--- src/rtl/ct_f_spsram_acc_ctrl.sv ---
// ---------------------------------------------------------------------------
// ct_f_spsram_acc_ctrl
//
// Initiator side of a single-port SRAM macro (A/CEN/GWEN/WEN/D/Q, strobes
// active-low). Turns a valid/ready request stream into SRAM cycles and returns
// read data on a valid/ready response stream with a one-entry skid buffer. It
// also clears the whole array to INIT_VAL after reset and whenever init_req is
// seen while running.
//
// Ports
//   forever_cpuclk  clock, also the SRAM clock
//   cpurst_b        synchronous active-low reset
//   init_req        pulse: restart the clear sweep (taken only while running)
//   init_done       1 = sweep complete, requests may be accepted
//   req_*           request stream (wr, addr, wdata, per-bit wmask 1=write)
//   rsp_*           read response stream (rdata)
//   sram_a/cen/gwen/wen/d  SRAM control/data, driven in the access cycle
//   sram_q          SRAM read data, valid the cycle after a read access
// ---------------------------------------------------------------------------
module ct_f_spsram_acc_ctrl #(
    parameter int                   ADDR_WIDTH = 9,
    parameter int                   DATA_WIDTH = 54,
    parameter logic [DATA_WIDTH-1:0] INIT_VAL  = {DATA_WIDTH{1'b0}}
) (
    input  logic                  forever_cpuclk,
    input  logic                  cpurst_b,
    input  logic                  init_req,
    output logic                  init_done,
    input  logic                  req_vld,
    output logic                  req_rdy,
    input  logic                  req_wr,
    input  logic [ADDR_WIDTH-1:0] req_addr,
    input  logic [DATA_WIDTH-1:0] req_wdata,
    input  logic [DATA_WIDTH-1:0] req_wmask,
    output logic                  rsp_vld,
    input  logic                  rsp_rdy,
    output logic [DATA_WIDTH-1:0] rsp_rdata,
    output logic [ADDR_WIDTH-1:0] sram_a,
    output logic                  sram_cen,
    output logic                  sram_gwen,
    output logic [DATA_WIDTH-1:0] sram_wen,
    output logic [DATA_WIDTH-1:0] sram_d,
    input  logic [DATA_WIDTH-1:0] sram_q
);

    typedef enum logic [0:0] {
        ST_INIT = 1'b0,
        ST_RUN  = 1'b1
    } state_e;

    // The sweep counter carries one spare bit so it can never wrap back onto
    // entry 0 while still in INIT.
    localparam logic [ADDR_WIDTH:0] LAST_IDX = {1'b0, {ADDR_WIDTH{1'b1}}};
    localparam logic [ADDR_WIDTH:0] CNT_ONE  = {{ADDR_WIDTH{1'b0}}, 1'b1};

    state_e                  state_q,     state_d;
    logic [ADDR_WIDTH:0]     init_cnt_q,  init_cnt_d;
    logic                    init_done_q, init_done_d;
    logic                    init_pend_q, init_pend_d;
    logic                    rd_pend_q,   rd_pend_d;
    logic                    hold_vld_q,  hold_vld_d;
    logic [DATA_WIDTH-1:0]   hold_data_q, hold_data_d;

    logic                    in_run_s;
    logic                    init_switch_s;
    logic                    req_rdy_s;
    logic                    req_fire_s;

    assign in_run_s = (state_q == ST_RUN);

    // A sweep restart may only start once no read data is in flight, so a
    // pulse that arrives while a read is outstanding is remembered in
    // init_pend_q until the response path drains.
    assign init_switch_s = cpurst_b & in_run_s & (init_req | init_pend_q)
                         & ~rd_pend_q & ~hold_vld_q;

    // Stall when the skid buffer is full or about to be filled this cycle.
    assign req_rdy_s = cpurst_b & in_run_s & ~hold_vld_q
                     & ~(rd_pend_q & ~rsp_rdy) & ~init_switch_s;

    assign req_fire_s = req_vld & req_rdy_s;

    assign req_rdy   = req_rdy_s;
    assign init_done = init_done_q;
    assign rsp_vld   = cpurst_b & (rd_pend_q | hold_vld_q);
    assign rsp_rdata = hold_vld_q ? hold_data_q : sram_q;

    // SRAM pin drive: sweep write, accepted request, or idle.
    always_comb begin
        sram_cen  = 1'b1;
        sram_gwen = 1'b1;
        sram_wen  = {DATA_WIDTH{1'b1}};
        sram_a    = req_addr;
        sram_d    = req_wdata;
        if (!cpurst_b) begin
            sram_cen  = 1'b1;
            sram_gwen = 1'b1;
        end else if (state_q == ST_INIT) begin
            sram_cen  = 1'b0;
            sram_gwen = 1'b0;
            sram_wen  = {DATA_WIDTH{1'b0}};
            sram_a    = init_cnt_q[ADDR_WIDTH-1:0];
            sram_d    = INIT_VAL;
        end else if (req_fire_s) begin
            sram_cen = 1'b0;
            if (req_wr) begin
                sram_gwen = 1'b0;
                sram_wen  = ~req_wmask;
            end else begin
                sram_gwen = 1'b1;
                sram_wen  = {DATA_WIDTH{1'b1}};
            end
        end else begin
            sram_cen  = 1'b1;
            sram_gwen = 1'b1;
        end
    end

    // Next-state logic for the sweep/run FSM and the response path.
    always_comb begin
        state_d     = state_q;
        init_cnt_d  = init_cnt_q;
        init_done_d = init_done_q;
        init_pend_d = init_pend_q;
        rd_pend_d   = req_fire_s & ~req_wr;
        hold_vld_d  = hold_vld_q;
        hold_data_d = hold_data_q;

        case (state_q)
            ST_INIT: begin
                init_cnt_d = init_cnt_q + CNT_ONE;
                if (init_cnt_q == LAST_IDX) begin
                    state_d     = ST_RUN;
                    init_done_d = 1'b1;
                end else begin
                    state_d     = ST_INIT;
                end
            end
            ST_RUN: begin
                if (init_switch_s) begin
                    state_d     = ST_INIT;
                    init_cnt_d  = {(ADDR_WIDTH+1){1'b0}};
                    init_done_d = 1'b0;
                    init_pend_d = 1'b0;
                end else if (init_req) begin
                    init_pend_d = 1'b1;
                end else begin
                    init_pend_d = init_pend_q;
                end
            end
            default: begin
                state_d    = ST_INIT;
                init_cnt_d = {(ADDR_WIDTH+1){1'b0}};
            end
        endcase

        // The SRAM only presents Q for one cycle, so a stalled response is
        // captured; req_rdy guarantees the buffer is empty when that happens.
        if (rd_pend_q && !rsp_rdy) begin
            hold_vld_d  = 1'b1;
            hold_data_d = sram_q;
        end else if (hold_vld_q && rsp_rdy) begin
            hold_vld_d  = 1'b0;
        end else begin
            hold_vld_d  = hold_vld_q;
        end
    end

    // State registers with synchronous active-low reset.
    always_ff @(posedge forever_cpuclk) begin
        if (!cpurst_b) begin
            state_q     <= ST_INIT;
            init_cnt_q  <= {(ADDR_WIDTH+1){1'b0}};
            init_done_q <= 1'b0;
            init_pend_q <= 1'b0;
            rd_pend_q   <= 1'b0;
            hold_vld_q  <= 1'b0;
            hold_data_q <= {DATA_WIDTH{1'b0}};
        end else begin
            state_q     <= state_d;
            init_cnt_q  <= init_cnt_d;
            init_done_q <= init_done_d;
            init_pend_q <= init_pend_d;
            rd_pend_q   <= rd_pend_d;
            hold_vld_q  <= hold_vld_d;
            hold_data_q <= hold_data_d;
        end
    end

endmodule

--- config.mk ---
export PLATFORM = sky130hd
export DESIGN_NAME = ct_f_spsram_acc_ctrl
export DESIGN_NICKNAME = d
export VERILOG_FILES = /design/src/rtl/ct_f_spsram_acc_ctrl.sv
export SDC_FILE = /design/constraint.sdc
export NUM_CORES = 1
export LEC_CHECK = 0
export BUFFER_PORTS_ARGS = -buffer_cell sky130_fd_sc_hd__buf_2
export CAP_MARGIN = 10
export CORE_AREA = 5 5 134 136
export DETAILED_ROUTE_END_ITERATION = 8
export DIE_AREA = 0 0 139 141
export GPL_TIMING_DRIVEN = 0
export PLACE_DENSITY_LB_ADDON = 0.15
export SETUP_SLACK_MARGIN = 0.05
export SKIP_CTS_REPAIR_TIMING = 1
export SYNTH_ARGS = -nofsm -noshare
export SYNTH_HDL_FRONTEND = slang
export SYNTH_SLANG_ARGS = --single-unit
--- constraint.sdc ---
create_clock -name forever_cpuclk -period 2.4 [get_ports forever_cpuclk]
set_input_delay 0.36 -clock forever_cpuclk [delete_from_list [all_inputs] [get_ports forever_cpuclk]]
set_output_delay 0.36 -clock forever_cpuclk [all_outputs]
set_load 0.03 [all_outputs]
Word level (Yosys, flattened, before mapping). Cells that the tools add are included.

Flip-flop bits (word level): 69. Input bits: 177. Output and inout bits: 176. Word-level logic and storage cells: 67.

Add/subtract/negate cells: 1. Equal/unequal tests: 3. Muxes and demuxes: 28. Bitwise gates (word level): 21. Reductions and logical operators: 7.

Operators with widths (count): $mux 54 (7); $not 54->54 (1); $pmux 10 s2 (1); $mux 9 (2); $mux 1 (15); $and 1x1->1 (11); $add 10x1->10 const B (1); $eq 10x9->1 const B (1); $mux 10 (1); $not 1->1 (7); $ne 2x1->1 const B (2); $pmux 1 s2 (2); $reduce_and 2->1 (2); $reduce_bool 2->1 (2); $logic_and 1x1->1 (2); $or 1x1->1 (2); $logic_not 1->1 (1).

Longest topological paths before layout. Gate-level depths: netlist of run 1.

Word-level depth: 10. Mapped depth: 6. Gate-level depth less buffers: 4.

Least setup slack after synthesis of run 1. Ideal clock, no wire load.

Path type: input port to output port. From: input port init_req. To: output port sram_wen[45]. Arrival: 1.645 ns. Data required time: 2.040 ns. Setup slack: 0.395 ns. Stages: 4. Buffers on the path: 1. Cells stage by stage: or2_4 a2111oi_4 buf_6 o22ai_1.

Longest elaborated chain between the ends: 10.

RTL lines: start: declaration (line 27) `input logic init_req,`; $or 1x1->1 (line 74) `assign init_switch_s = cpurst_b & in_run_s & (init_req | init_pend_q)`; $and 1x1->1 (line 74); $and 1x1->1 (2 in a row) (line 75) `& ~rd_pend_q & ~hold_vld_q;`; $not 1->1 (line 79) `& ~(rd_pend_q & ~rsp_rdy) & ~init_switch_s;`; $and 1x1->1 (line 79); $and 1x1->1 (line 81) `assign req_fire_s = req_vld & req_rdy_s;`; $mux 54 (line 104) `end else if (req_fire_s) begin`; $mux 54 (line 98) `end else if (state_q == ST_INIT) begin`; $mux 54 (line 95) `if (!cpurst_b) begin`; end: declaration (line 41) `output logic [DATA_WIDTH-1:0] sram_wen,`.

Every way passes these cells.

Worst setup path in the final report of run 1.
From: register init_pend_q. To: output port sram_wen[30].

Longest elaborated chain between the ends: 10.

RTL lines: start: declaration (line 59) `logic init_pend_q, init_pend_d;`; start signal: assignment (line 183) `init_pend_q <= init_pend_d;`; $or 1x1->1 (line 74); $and 1x1->1 (line 74); $and 1x1->1 (2 in a row) (line 75); $not 1->1 (line 79); $and 1x1->1 (line 79); $and 1x1->1 (line 81); $mux 54 (line 104); $mux 54 (line 98); $mux 54 (line 95).

Every way passes these cells.

==> report_table.html, run 1 <==
<table>
<tr><th>Metric</th><th>Value</th></tr>
<tr><th colspan="2">STA</th></tr>
<tr><td>Worst hold slack</td><td>224 ps</td></tr>
<tr><td>Final Hold Violating Endpoints</td><td>0</td></tr>
<tr><td>Max_slew headroom</td><td>0.632</td></tr>
<tr><td>Setup skew after layout</td><td>8.26 ps</td></tr>
<tr><td>Highest achievable clock rate</td><td>429 MHz</td></tr>
<tr><td>Transition at the pin with the smallest max-transition slack</td><td>553 ps</td></tr>
<tr><td>Number of slew-limit violations in the final report</td><td>0</td></tr>
<tr><td>Final cycle utilization of the critical path</td><td>0.970</td></tr>
<tr><td>Min setup slack post-route</td><td>70.9 ps</td></tr>
<tr><td>Unrepaired setup endpoints after global routing</td><td>yes</td></tr>
<tr><td>Final setup violating endpoints</td><td>0</td></tr>
<tr><td>Crit path time final</td><td>2330 ps</td></tr>
<tr><th colspan="2">Global route</th></tr>
<tr><td>Total grt overflow</td><td>0</td></tr>
<tr><td>Maximum number of pins on one net before global-route repair</td><td>13</td></tr>
<tr><td>Antenna violations before repair</td><td>2</td></tr>
<tr><td>Global-route wire length before repair</td><td>28400 µm</td></tr>
<tr><td>Number of global-route vias before repair</td><td>5146</td></tr>
<tr><td>Overall fraction of global-route tracks in use</td><td>0.184</td></tr>
<tr><th colspan="2">Critical path</th></tr>
<tr><td>Worst endpoint data arrival time</td><td>1970 ps</td></tr>
<tr><td>Top fanout value on the critical path</td><td>10</td></tr>
<tr><td>Crit path kind</td><td>reg2out</td></tr>
<tr><td>Required @ worst endpoint</td><td>2040 ps</td></tr>
<tr><td>Reg-to-reg setup timing slack</td><td>770 ps</td></tr>
<tr><td>Depth of the worst register-to-register path</td><td>4</td></tr>
<tr><td>Critical Path Sink Type</td><td>primary output</td></tr>
<tr><td>Type of element launching the critical path</td><td>flop</td></tr>
<tr><th colspan="2">Power and ir drop</th></tr>
<tr><td>Power density over the cells</td><td>497 nW/µm²</td></tr>
<tr><td>Clock Power Share</td><td>0.386</td></tr>
<tr><td>Part of the total power dissipated in sequential elements</td><td>0.350</td></tr>
<tr><td>Total internal power</td><td>2.22 mW</td></tr>
<tr><td>Peak supply drop</td><td>308 µV</td></tr>
<tr><td>Sw frac</td><td>0.328</td></tr>
<tr><td>Net load switching power</td><td>1.08 mW</td></tr>
<tr><td>Static power due to leakage</td><td>3.02 nW</td></tr>
<tr><td>Power, Total</td><td>3.30 mW</td></tr>
<tr><td>Combinational cell fraction of total power</td><td>0.264</td></tr>
<tr><th colspan="2">Detailed routing</th></tr>
<tr><td>Number of nets with antenna violations after routing</td><td>0</td></tr>
<tr><td>Initial DRC Count</td><td>174</td></tr>
<tr><td>Total via count after detailed routing</td><td>5116</td></tr>
<tr><td>Average wire per cell in the routed design</td><td>16.9 µm</td></tr>
<tr><td>WL final</td><td>18900 µm</td></tr>
<tr><td>Vias per Instance</td><td>4.56</td></tr>
<tr><td>DRC Markers</td><td>0</td></tr>
<tr><td>Length of the first detailed-routing pass in iterations</td><td>4</td></tr>
<tr><th colspan="2">Die</th></tr>
<tr><td>Initial Utilization</td><td>0.248</td></tr>
<tr><td>Die Wd</td><td>139 µm</td></tr>
<tr><td>Die Outline Area</td><td>19600 µm²</td></tr>
<tr><td>Height of the die</td><td>141 µm</td></tr>
<tr><td>I/O pin cnt</td><td>353</td></tr>
<tr><td>Core region area</td><td>16800 µm²</td></tr>
<tr><td>Number of rows created at floorplan</td><td>48</td></tr>
<tr><th colspan="2">Yosys</th></tr>
<tr><td>Post-synthesis net count</td><td>705</td></tr>
<tr><td>Dominant cell type by area after synthesis</td><td>sky130_fd_sc_hd__dfxtp_1</td></tr>
<tr><td>Flip-flop and latch count after synthesis</td><td>69</td></tr>
<tr><td>Synthesis Warnings</td><td>0</td></tr>
<tr><td>Per-instance average area after synthesis</td><td>7.93 µm²</td></tr>
<tr><td>Area share of the leading cell type in the synthesized netlist</td><td>0.331</td></tr>
<tr><td>Synthesized netlist cell count</td><td>527</td></tr>
<tr><td>Synthesized cell area</td><td>4180 µm²</td></tr>
<tr><td>Distinct cell type count after synthesis</td><td>36</td></tr>
<tr><td>Post-synthesis sequential area ratio</td><td>0.331</td></tr>
<tr><td>Area contributors post-synth</td><td>sky130_fd_sc_hd__dfxtp_1 (33%), sky130_fd_sc_hd__mux2_2 (17%), sky130_fd_sc_hd__nand2_1 (10%), sky130_fd_sc_hd__and2_1 (8.1%), sky130_fd_sc_hd__o22ai_1 (7.6%)</td></tr>
<tr><th colspan="2">Outcome</th></tr>
<tr><td>Result of the run</td><td>complete, no violations</td></tr>
<tr><th colspan="2">Clock tree</th></tr>
<tr><td>Max H-tree Level</td><td>3</td></tr>
<tr><td>Clock root buffer</td><td>sky130_fd_sc_hd__clkbuf_16</td></tr>
<tr><td>CTS tree</td><td>done</td></tr>
<tr><td>Clock network latency to the later pin of the worst-skew pair</td><td>330 ps</td></tr>
<tr><td>Number of buffers added by the clock tree synthesis step</td><td>9</td></tr>
<tr><td>Maximum buffer depth of the clock tree</td><td>2</td></tr>
<tr><td>Sinks on the clock net</td><td>69</td></tr>
<tr><td>Clock edge transition at the registers on the reported setup and hold paths</td><td>60 ps</td></tr>
<tr><th colspan="2">Finish</th></tr>
<tr><td>Utilization after layout</td><td>0.395</td></tr>
<tr><td>Total of fill cells in the finished design</td><td>1808</td></tr>
<tr><td>Sequential cell area in the final layout</td><td>1380 µm²</td></tr>
<tr><td>Final-stage net count</td><td>1070</td></tr>
<tr><td>Proportion of layout cells with a drive suffix above 1</td><td>0.532</td></tr>
<tr><td>Area growth syn-to-layout</td><td>58.9%</td></tr>
<tr><td>Area occupied by multi-input gates</td><td>2580 µm²</td></tr>
<tr><th colspan="2">Place</th></tr>
<tr><td>Number of port buffers</td><td>352</td></tr>
<tr><td>Final GP Congestion</td><td>0.955</td></tr>
<tr><td>Half-perimeter wire length after detailed placement</td><td>15600 µm</td></tr>
<tr><td>Post-placement setup slack</td><td>-147 ps</td></tr>
<tr><th colspan="2">Min path</th></tr>
<tr><td>Kind of path behind the tightest hold check</td><td>in2reg</td></tr>
<tr><td>Worst hold path stage count</td><td>2</td></tr>
<tr><th colspan="2">Flow run</th></tr>
<tr><td>Maximum capacitance violations</td><td>0</td></tr>
</table>
-- cells in the final DEF (no fill, tap or decap), drive strengths merged, types with 5 or more instances in the layout --
master,n
dfxtp,69
a21oi,60
and2,54
o22ai,54
nor3,5
mux2,63
buf,371
nand2b,7
clkbuf,45
nand2,115
nor2,8
-- Yosys cell counts, drive strengths merged --
master and n:
nor3 5, nand3 2, or4 4, o21a 1, inv 3, nand2b 7, mux2i 2, nor2 8
a211oi 2, o311ai 3, and2 54, o31ai 4, a41oi 1, or2 3, buf 19, clkbuf 32
nand3b 2, a2111oi 1, mux2 63, nor2b 2, ha 1, nand4b 2, nor3b 1, o21ai 4
a22o 1, nand2 115, a21oi 60, dfxtp 69, o311a 1, a211o 1, o22ai 54
-- final cells by class --
cell class	instances	area share
inverters	3	0.00170
plain buffers	50	0.0411
multi-input cells	404	0.389
clock inverters	5	0.00528
flip-flops and latches	69	0.208
repair buffers	355	0.274
diodes	1	0.000377
clock buffers	11	0.0381
well taps	225	0.0424
-- flip-flops by register name (all words and copies together) (netlist names) --
signal	cells
init_pend_q	1
init_done	1
in_run_s	1
init_cnt_q	10
hold_data_q	54
hold_vld_q	1
rd_pend_q	1
-- stage by stage --
stage               area (µm²)  instances  setup TNS, ps
global route              6640       1123          -7.99
finish                    6640       1123              0
floorplan                 4180        527              0
global placement          6220       1104          -1870
detailed placement        6220       1104          -2640
CTS                       6510       1120         -18030
-- final timing paths --
path / startpoint / end
max: init_pend_q / sram_wen[30]
min reg2reg: hold_data_q[30] / hold_data_q[30]
min: rsp_rdy / hold_vld_q
max reg2reg: init_cnt_q[1] / in_run_s
-- power groups by stage --
stage / logic [mW] / registers (mW) / clock network (mW)
floorplan: 0.504 / 1.18 / 0
detailed placement: 0.867 / 1.18 / 0
CTS: 0.870 / 1.16 / 1.32
finish: 0.872 / 1.16 / 1.27
global placement: 0.869 / 1.18 / 0
global route: 0.929 / 1.16 / 1.37
-- worst max-delay path, stage by stage (launching register included) --
cell,delay (ps)
sky130_fd_sc_hd__dfxtp_1,320
sky130_fd_sc_hd__or2_4,280
sky130_fd_sc_hd__a2111oi_4,360
sky130_fd_sc_hd__buf_6,220
sky130_fd_sc_hd__buf_6,150
sky130_fd_sc_hd__o22ai_1,70
sky130_fd_sc_hd__buf_2,240
-- routing by layer --
metal / wire, µm / up-vias / global-route usage / part of all wire
li1: - / 2598 / - / -
met1: 7860 / 2285 / 0.217 / 0.41
met2: 8720 / 197 / 0.297 / 0.46
met3: 1600 / 34 / 0.0665 / 0.084
met4: 756 / 2 / 0.0896 / 0.040
met5: 13 / - / 0 / 0.00069
-- logic make-up after synthesis --
kind of cell,after synthesis,share of synthesized area
simple gates,205,0.235
compound gates,133,0.196
mux,65,0.175
flops,69,0.331
fa+ha+maj,1,0.00299
buf+inv,54,0.0602
Note: power is estimated with default switching activity, not from simulation.
==> run 2: changes to the inputs <==
==> constraint.sdc (replaced) <==
create_clock -name forever_cpuclk -period 2.4 [get_ports forever_cpuclk]
set_input_delay 0.36 -clock forever_cpuclk [delete_from_list [all_inputs] [get_ports forever_cpuclk]]
set_output_delay 0.36 -clock forever_cpuclk [all_outputs]
set_load 0.02 [all_outputs]
==> report_table.html, run 2 (synthesis results as in run 1) <==
<table>
<tr><th>Metric</th><th>Value</th></tr>
<tr><th colspan="2">Die</th></tr>
<tr><td>Core region area</td><td>16800 µm²</td></tr>
<tr><td>Die Wd</td><td>139 µm</td></tr>
<tr><td>Initial Utilization</td><td>0.248</td></tr>
<tr><td>I/O pin cnt</td><td>353</td></tr>
<tr><td>Height of the die</td><td>141 µm</td></tr>
<tr><td>Number of rows created at floorplan</td><td>48</td></tr>
<tr><td>Die Outline Area</td><td>19600 µm²</td></tr>
<tr><th colspan="2">Critical path</th></tr>
<tr><td>Reg-to-reg critical path startpoint</td><td>init_cnt_q[1]</td></tr>
<tr><td>Worst reg2reg path endpoint</td><td>in_run_s</td></tr>
<tr><td>Type of element launching the critical path</td><td>flop</td></tr>
<tr><td>Required @ worst endpoint</td><td>2040 ps</td></tr>
<tr><td>Crit path kind</td><td>reg2out</td></tr>
<tr><td>Depth of the worst register-to-register path</td><td>4</td></tr>
<tr><td>Critical Path Sink Type</td><td>primary output</td></tr>
<tr><td>Reg-to-reg setup timing slack</td><td>750 ps</td></tr>
<tr><td>Top fanout value on the critical path</td><td>9</td></tr>
<tr><td>Worst endpoint data arrival time</td><td>1970 ps</td></tr>
<tr><th colspan="2">Place</th></tr>
<tr><td>Placement Cell Area</td><td>6220 µm²</td></tr>
<tr><td>Number of port buffers</td><td>352</td></tr>
<tr><td>Half-perimeter wire length after detailed placement</td><td>15600 µm</td></tr>
<tr><td>Final GP Congestion</td><td>0.955</td></tr>
<tr><th colspan="2">Power and ir drop</th></tr>
<tr><td>Peak supply drop</td><td>307 µV</td></tr>
<tr><td>Power density over the cells</td><td>477 nW/µm²</td></tr>
<tr><td>Total internal power</td><td>2.22 mW</td></tr>
<tr><td>Net load switching power</td><td>0.966 mW</td></tr>
<tr><td>Combinational cell fraction of total power</td><td>0.237</td></tr>
<tr><td>Static power due to leakage</td><td>3.03 nW</td></tr>
<tr><td>Part of the total power dissipated in sequential elements</td><td>0.363</td></tr>
<tr><td>Clock Power Share</td><td>0.400</td></tr>
<tr><td>Sw frac</td><td>0.304</td></tr>
<tr><th colspan="2">STA</th></tr>
<tr><td>Setup skew after layout</td><td>8.17 ps</td></tr>
<tr><td>Final cycle utilization of the critical path</td><td>0.971</td></tr>
<tr><td>Max_slew headroom</td><td>0.582</td></tr>
<tr><td>Transition at the pin with the smallest max-transition slack</td><td>627 ps</td></tr>
<tr><td>Final TNS setup</td><td>0 ps</td></tr>
<tr><td>Final setup violating endpoints</td><td>0</td></tr>
<tr><td>Worst hold slack</td><td>225 ps</td></tr>
<tr><td>Unrepaired setup endpoints after global routing</td><td>yes</td></tr>
<tr><td>Final Hold Violating Endpoints</td><td>0</td></tr>
<tr><td>Crit path time final</td><td>2330 ps</td></tr>
<tr><td>Number of slew-limit violations in the final report</td><td>0</td></tr>
<tr><td>Highest achievable clock rate</td><td>429 MHz</td></tr>
<tr><th colspan="2">Detailed routing</th></tr>
<tr><td>WL final</td><td>19000 µm</td></tr>
<tr><td>DRC Markers</td><td>0</td></tr>
<tr><td>Vias per Instance</td><td>4.57</td></tr>
<tr><td>Average wire per cell in the routed design</td><td>16.8 µm</td></tr>
<tr><td>Total via count after detailed routing</td><td>5148</td></tr>
<tr><td>Initial DRC Count</td><td>173</td></tr>
<tr><td>Length of the first detailed-routing pass in iterations</td><td>4</td></tr>
<tr><td>Number of nets with antenna violations after routing</td><td>0</td></tr>
<tr><th colspan="2">Finish</th></tr>
<tr><td>Area of all placed cells without fillers</td><td>6680 µm²</td></tr>
<tr><td>Most frequent cells in the layout</td><td>sky130_fd_sc_hd__buf_2 (359), sky130_fd_sc_hd__nand2_1 (115), sky130_fd_sc_hd__dfxtp_1 (69)</td></tr>
<tr><td>Register ranked first by flip-flop count</td><td>hold_data_q</td></tr>
<tr><td>Flip-flop count of the largest register, all copies and words added</td><td>54</td></tr>
<tr><td>Leading cell type in the layout, fill and taps excluded</td><td>sky130_fd_sc_hd__buf_2</td></tr>
<tr><td>Proportion of layout cells with a drive suffix above 1</td><td>0.531</td></tr>
<tr><td>Area occupied by multi-input gates</td><td>2580 µm²</td></tr>
<tr><td>Final-stage net count</td><td>1073</td></tr>
<tr><td>Sequential cell area in the final layout</td><td>1380 µm²</td></tr>
<tr><td>Area growth syn-to-layout</td><td>59.8%</td></tr>
<tr><td>Total of fill cells in the finished design</td><td>1808</td></tr>
<tr><td>Registers with the most flip-flops</td><td>hold_data_q (54), init_cnt_q (10)</td></tr>
<tr><th colspan="2">Clock tree</th></tr>
<tr><td>Max H-tree Level</td><td>3</td></tr>
<tr><td>Sinks on the clock net</td><td>69</td></tr>
<tr><td>Maximum buffer depth of the clock tree</td><td>2</td></tr>
<tr><td>CTS tree</td><td>done</td></tr>
<tr><td>Clock network latency to the later pin of the worst-skew pair</td><td>330 ps</td></tr>
<tr><td>Number of buffers added by the clock tree synthesis step</td><td>9</td></tr>
<tr><td>Clock edge transition at the registers on the reported setup and hold paths</td><td>60 ps</td></tr>
<tr><td>Clock root buffer</td><td>sky130_fd_sc_hd__clkbuf_16</td></tr>
<tr><th colspan="2">Min path</th></tr>
<tr><td>Kind of path behind the tightest hold check</td><td>in2reg</td></tr>
<tr><td>End of the worst hold path</td><td>hold_vld_q</td></tr>
<tr><td>Worst hold path stage count</td><td>2</td></tr>
<tr><td>Worst Min Path Start</td><td>rsp_rdy</td></tr>
<tr><th colspan="2">Global route</th></tr>
<tr><td>Antenna violations before repair</td><td>2</td></tr>
<tr><td>Maximum number of pins on one net before global-route repair</td><td>13</td></tr>
<tr><td>Global-route wire length before repair</td><td>28400 µm</td></tr>
<tr><td>Total grt overflow</td><td>0</td></tr>
<tr><td>Overall fraction of global-route tracks in use</td><td>0.184</td></tr>
<tr><td>Number of global-route vias before repair</td><td>5146</td></tr>
<tr><th colspan="2">Outcome</th></tr>
<tr><td>Result of the run</td><td>complete, no violations</td></tr>
<tr><th colspan="2">Flow run</th></tr>
<tr><td>Maximum capacitance violations</td><td>0</td></tr>
</table>
run 2: changes by cell type in the layout (fill, tap and decap cells not counted), sizes merged:
cell / before / now
clkinvlp: 1 / 2
inv: 3 / 2
buf: 371 / 378
clkbuf: 45 / 41
run 2: metrics by stage:
stage,utilization,setup WS [ps],instances,total power [mW]
floorplan,-,448,527,1.56
finish,0.397,69.7,1126,3.18
global placement,0.370,-106,1104,1.93
global route,0.397,8.73,1126,3.33
detailed placement,0.370,-128,1104,1.93
CTS,0.387,-368,1120,3.23
run 2: worst max-delay path by stage:
stage,from,endpoint,cells after the start
2_1_floorplan,init_req,sram_wen[45],4
6_report,init_pend_q,sram_wen[8],6
3_5_place_dp,cpurst_b,sram_wen[8],6
4_1_cts,in_run_s,sram_wen[47],6
3_3_place_gp,cpurst_b,sram_wen[8],6
5_1_grt,init_pend_q,sram_wen[30],6
run 2: layer usage:
metal | global-route usage | vias up | part of all wire | routed length (µm)
met5 | 0 | - | 0.00069 | 13
met3 | 0.0665 | 36 | 0.086 | 1630
met1 | 0.217 | 2300 | 0.41 | 7850
li1 | - | 2600 | - | -
met2 | 0.297 | 210 | 0.46 | 8700
met4 | 0.0896 | 2 | 0.040 | 757
run 2: layout make-up:
class,instances,share of cell area
antenna,1,0.000375
buffer,49,0.0392
clock buffer,11,0.0379
clock inverter,5,0.00525
inverter,3,0.00225
multi-input combinational,404,0.387
sequential,69,0.207
tap,225,0.0422
timing repair buffer,359,0.279
run 2: power by group through the flow:
stage / clock network, mW / registers [mW] / logic (mW)
final: 1.27 / 1.16 / 0.754
after global routing: 1.37 / 1.16 / 0.811
after CTS: 1.32 / 1.16 / 0.750
after detailed placement: 0 / 1.18 / 0.746
after global placement: 0 / 1.18 / 0.748
after floorplan: 0 / 1.18 / 0.384
run 2: critical path, cell delays in order (launching register included):
cell and delay [ps]:
sky130_fd_sc_hd__dfxtp_1 320, sky130_fd_sc_hd__or2_4 280, sky130_fd_sc_hd__a2111oi_4 360, sky130_fd_sc_hd__buf_6 220, sky130_fd_sc_hd__clkbuf_16 160, sky130_fd_sc_hd__o22ai_2 110, sky130_fd_sc_hd__buf_6 190
